**config.mk**
```make
export PLATFORM = sky130hd
export DESIGN_NAME = seq_detect_param
export DESIGN_NICKNAME = d
export VERILOG_FILES = /design/src/rtl/seq_detect_param.sv
export SDC_FILE = /design/constraint.sdc
export NUM_CORES = 1
export LEC_CHECK = 0
export ABC_AREA = 0
export ABC_CLOCK_PERIOD_IN_PS = 2300
export CORE_MARGIN = 2
export CORE_UTILIZATION = 44
export DETAILED_ROUTE_END_ITERATION = 8
export PLACE_DENSITY = 0.79
export SETUP_SLACK_MARGIN = 0.4
export SYNTH_ARGS = -nofsm -noshare
export SYNTH_HDL_FRONTEND = slang
export SYNTH_SLANG_ARGS = --single-unit
```
**constraint.sdc**
```tcl
create_clock -name clk -period 2.3 [get_ports clk]
set_clock_uncertainty 0.1 [all_clocks]
set_input_delay 0.575 -clock clk [delete_from_list [all_inputs] [get_ports clk]]
set_output_delay 0.575 -clock clk [all_outputs]
set_load 0.01 [all_outputs]
```
**src/rtl/seq_detect_param.sv**
```systemverilog
`default_nettype none
// ============================================================================
// Module      : seq_detect_param
// Description : Parameterised serial pattern detector. It supports overlapping
//               or non-overlapping matching and a pattern that can be loaded
//               at runtime. Optional saturating match counter is enabled by
//               the SEQDET_COUNT_EN macro.
// Revision    : 1.0 - initial release
// ============================================================================
module seq_detect_param #(
    parameter int               PAT_W   = 3,
    parameter logic [PAT_W-1:0] PATTERN = 3'b101,
    parameter int               CNT_W   = 8
) (
    input  logic             clk,
    input  logic             rst,
    input  logic             din,
    input  logic             din_valid,
    input  logic             overlap_en,
    input  logic             pat_load,
    input  logic [PAT_W-1:0] pat_in,
    input  logic             cnt_clr,
    output logic             match,
    output logic             match_q,
    output logic [CNT_W-1:0] match_cnt,
    output logic             cnt_sat,
    output logic [3:0]       fill
);

    localparam logic [3:0] c_fill_max = 4'(PAT_W - 1);

    logic [PAT_W-1:0] r_pat;
    logic [PAT_W-2:0] r_hist;
    logic [3:0]       r_fill;
    logic             r_match_q;

    logic [PAT_W-1:0] w_window;
    logic             w_match;

    // The newest bit joins the history at the LSB, so the window compares
    // oldest-first against the pattern MSB.
    assign w_window = {r_hist, din};
    assign w_match  = ~rst & din_valid & ~pat_load &
                      (r_fill == c_fill_max) & (w_window == r_pat);

    always_ff @(posedge clk) begin
        if (rst) begin
            r_pat     <= PATTERN;
            r_hist    <= '0;
            r_fill    <= '0;
            r_match_q <= 1'b0;
        end else begin
            r_match_q <= w_match;
            if (pat_load) begin
                r_pat  <= pat_in;
                r_fill <= '0;
            end else if (din_valid) begin
                r_hist <= w_window[PAT_W-2:0];
                if (w_match && !overlap_en) begin
                    r_fill <= '0;
                end else if (r_fill != c_fill_max) begin
                    r_fill <= r_fill + 4'd1;
                end
            end
        end
    end

    assign match   = w_match;
    assign match_q = r_match_q;
    assign fill    = r_fill;

`ifdef SEQDET_COUNT_EN
    logic [CNT_W-1:0] r_cnt;

    // Clear takes precedence over a coincident match; the count never wraps.
    always_ff @(posedge clk) begin
        if (rst) begin
            r_cnt <= '0;
        end else if (cnt_clr) begin
            r_cnt <= '0;
        end else if (w_match && !(&r_cnt)) begin
            r_cnt <= r_cnt + 1'b1;
        end
    end

    assign match_cnt = r_cnt;
    assign cnt_sat   = &r_cnt;
`else
    logic w_unused_cnt_clr;

    assign w_unused_cnt_clr = cnt_clr;
    assign match_cnt        = '0;
    assign cnt_sat          = 1'b0;
`endif

endmodule
`default_nettype wire

```
* Yosys cells after proc, flatten, opt, wreduce, memory -nomap -nowiden
Index checks and enable logic that the tools add are counted.
** Word-level totals
- Flip-flop bits (word level) :: 10
- Bits of input ports :: 10
- Word-level logic and storage cells :: 22
** Operators by class
- Add/subtract/negate cells :: 1
- Equal/unequal tests :: 3
- Muxes and demuxes :: 2
- Bitwise operators :: 6
- Reductions and logical operators :: 6
** Operator list (count)
- $mux 4 :: 2
- $add 4x1->4 const B :: 1
- $and 1x1->1 :: 4
- $eq 4x2->1 const B :: 1
- $ne 4x2->1 const B :: 1
- $reduce_and 2->1 :: 2
- $eq 3x3->1 :: 1
- $not 1->1 :: 2
- $reduce_bool 2->1 :: 1
- $reduce_or 2->1 :: 1
- $logic_and 1x1->1 :: 1
- $logic_not 1->1 :: 1

* Logic depth before layout (Yosys ltp)
- Depth after elaboration :: 8
- Gate-level depth with buffers :: 6

* Worst setup path after synthesis
OpenSTA, ideal clock, no wires.
- Path type :: register to output
- Start point :: register r_fill[1], in the netlist fill[1]
- End point :: output port match
- Arrival time :: 1390 ps
- Path slack :: 235 ps
- Cell stages (with the launch flop) :: 5
- Cells stage by stage :: dfxtp_1 -> ha_1 -> nor3b_2 -> nand2_1 -> nor4b_1
** On the way
- Cells in the longest elaborated chain, start to end :: 3
** RTL lines
- from (decl) :: line 34 : logic [3:0] r_fill;
- from (signal assigned) :: line 62 : r_fill <= r_fill + 4'd1;
- $eq 4x2->1 :: line 44 : (r_fill == c_fill_max) & (w_window == r_pat);
- $and 1x1->1 :: line 43 : assign w_match = ~rst & din_valid & ~pat_load &
- $and 1x1->1 :: line 44
- to (decl) :: line 23 : output logic match,
No other way between the ends.

* Final worst setup path
- Start point :: register r_fill[0], in the netlist fill[0]
- End point :: output port match
Same word-level chain as after synthesis.

==> flow_metrics.py <==
metrics = {
    "clock_tree": {
        "clockBufferDepth": 2,
        "clkTransAtPathRegs_ns": 0.07,
        "cts_max_level": 1,
        "numClockSinks": 10,
        "hold_buffers": 0,
        "insertion_delay_ns": 0.26,
        "clock-root-buffer": "clkbuf_4",
        "cts_tree": "yes",
        "numCtsBuffers": 3,
    },
    "floorplanning": {
        "dieArea_mm2": 0.00169,
        "core_mm2": 0.00130,
        "rows": 13,
        "start_util_pct": 46.5,
        "die_x_um": 41.1,
        "ios": 25,
        "die_h_um": 41.1,
    },
    "yosys": {
        "ys_seq_elements": 10,
        "seq_area_frac_synth_pct": 33.1,
        "syn_inst": 62,
        "ys_types": 30,
        "ys_warn_count": 0,
        "synth.avg_cell_area_um2": 9.77,
        "synth_area_um2": 606,
    },
    "global_route": {
        "gr-total-overflow": 0,
        "grt_max_degree": 9,
        "grt_pass1_wl_mm": 1.99,
        "grt_use_total_pct": 19.0,
        "antenna_found_initial": 0,
        "grt_pass1_vias": 438,
    },
    "route": {
        "first_iter_violations": 2,
        "vias": 504,
        "drtAntennaViolNets": 0,
        "drt_first_pass_iters": 5,
        "routedWlPerCell_um": 12.3,
        "vias_per_cell": 4.80,
        "totalWireLength_mm": 1.30,
        "drcViolationCount": 0,
    },
    "final_layout": {
        "area_growth_pct": 45.0,
        "layout_common_cells": "13 x buf_4, 9 x conb_1, 7 x dfxtp_1",
        "finalNetCount": 103,
        "n_fill_cell": 125,
        "final_common_cell": "buf_4",
        "drive_gt1_share_pct": 36.7,
        "antenna_cells": 0,
    },
    "power": {
        "powerDensity_mw_per_mm2": 495,
        "leakage_nw": 0.396,
        "vdd_drop_max_mv": 0.370,
        "finalPower_uw": 435,
    },
    "sta": {
        "final.min_clock_period_ns": 2.14,
        "max_freq_ghz": 0.467,
        "tns_ns": 0,
        "setup_viol": 0,
        "post-route-period-util_pct": 93.0,
        "rsz0062_at_grt": "yes",
        "slew_viol_final": 0,
        "finalHoldViolations": 0,
    },
    "run": {
        "max_cap_violations": 0,
    },
    "worst_setup_path": {
        "critical_path_required_ns": 1.62,
        "critical_path_class": "reg2out",
        "critPathMaxFanout": 2,
        "worstSetupStartpoint": "fill[0]",
        "cp-end-kind": "output port",
        "setup.worst_path.start_class": "register",
        "r2r_start": "fill[0]",
        "cp.arrival_ns": 1.46,
    },
    "min_path": {
        "min_path_type": "reg2reg",
        "hp-start": "r_hist[0]",
    },
    "placed_design": {
        "dpl.hpwl_mm": 1.01,
        "portBuffers": 14,
        "globalplace.congestion": 0.698,
    },
    "outcome": {
        "outcome": "complete, no violations",
    },
}
## power breakdown
| group | switching (mW) | leakage, nW | internal, mW | total [mW] |
|---|---|---|---|---|
| combinational | 0.0448 | 0.292 | 0.0460 | 0.0907 |
| clock | 0.0630 | 0.0210 | 0.0961 | 0.159 |
| sequential | 0.00547 | 0.0831 | 0.180 | 0.185 |
| total | 0.113 | 0.396 | 0.322 | 0.435 |
## critical path, cell delays in order, from the launching register on
cell     delay (ns)
dfxtp_2        0.33
inv_2          0.06
ha_4           0.13
nor3b_4        0.19
nand2_2        0.10
nor4b_4        0.23
buf_2          0.16
## area by class of cell
class                      count  area, um2  share of cell area [%]
multi-input combinational     48        390                    44.4
sequential                    10        204                    23.2
clock buffer                   4       36.3                    4.13
inverter                       1       3.75                   0.427
tap                           15       18.8                    2.14
timing repair buffer          27        225                    25.6
## path summary, 6_finish.rpt
| kind | endpoint | slack, ns | depth (start not counted) |
|---|---|---|---|
| hold / removal | r_hist[0] | 0.41 | 2 |
| setup / recovery | match | 0.16 | 6 |
| setup reg to reg | fill[0] | 0.73 | 8 |
| hold reg to reg | r_hist[0] | 0.41 | 2 |
## per-stage QoR
step | instance area, um2 | utilization (%) | hold WS [ns] | worst slack, ns | std cells
global placement | 823 | 63.3 | 0.398 | -0.508 | 100
detailed placement | 823 | 63.3 | 0.405 | -0.529 | 100
CTS | 878 | 67.5 | 0.415 | 0.131 | 105
global route | 878 | 67.5 | 0.438 | 0.0354 | 105
finish | 878 | 67.5 | 0.410 | 0.160 | 105
floorplan | 652 | - | 0.377 | 0.405 | 70
## layer usage
metal,track usage (%),vias up,part of all wire (%)
met3,5.43,6,5.0
met2,32.8,19,55
met1,19.0,227,37
li1,-,252,-
met4,14.5,0,3.2
met5,0,-,0
## cell families after synthesis
family	Yosys count	share of synthesized area (%)
muxes	2	3.31
adders and majority gates	2	4.13
DFF	10	33.1
xor gates and xnor gates	4	8.27
AOI/OAI and AO/OA	10	15.9
buffers and inverters	12	13.4
other	1	0.619
and+or+nand+nor	21	21.3
## synthesized netlist by cell type
cell	instances	share of area (%)
dfxtp_1	10	33
buf_4	9	11
nand2_1	4	2.5
a21oi_1	3	2.5
nor2_1	3	1.9
nor2b_1	3	3.1
a211o_1	2	2.9
buf_2	2	1.7
ha_1	2	4.1
mux2i_1	2	3.3
nor3_1	2	1.7
nor4b_1	2	2.9
a21o_1	1	1.2
a311oi_2	1	2.5
a31oi_1	1	1.0
conb_1	1	0.62
inv_1	1	0.62
nand2_2	1	1.0
nand2b_1	1	1.0
nand3b_1	1	1.2
nand4_1	1	1.0
nor2_2	1	1.0
nor3b_2	1	2.1
o31ai_1	1	1.2
o41ai_4	1	4.5
or3b_4	1	1.9
xnor2_1	1	1.4
xnor2_2	1	2.7
xor2_1	1	1.4
xor2_2	1	2.7
## what timing repair did
item | CTS | global route
setup endpoints to repair | 5 | 2
pin swaps | 6 | 2
resized for setup | 19 | 0
setup buffers | 1 | 0
hold endpoints to repair | 0 | 0
## flip-flops by register name, indices dropped and copies added (netlist names)
name,flops
match_q,1
r_hist,2
fill,4
r_pat,3
Note: power is estimated with default switching activity, not from simulation.
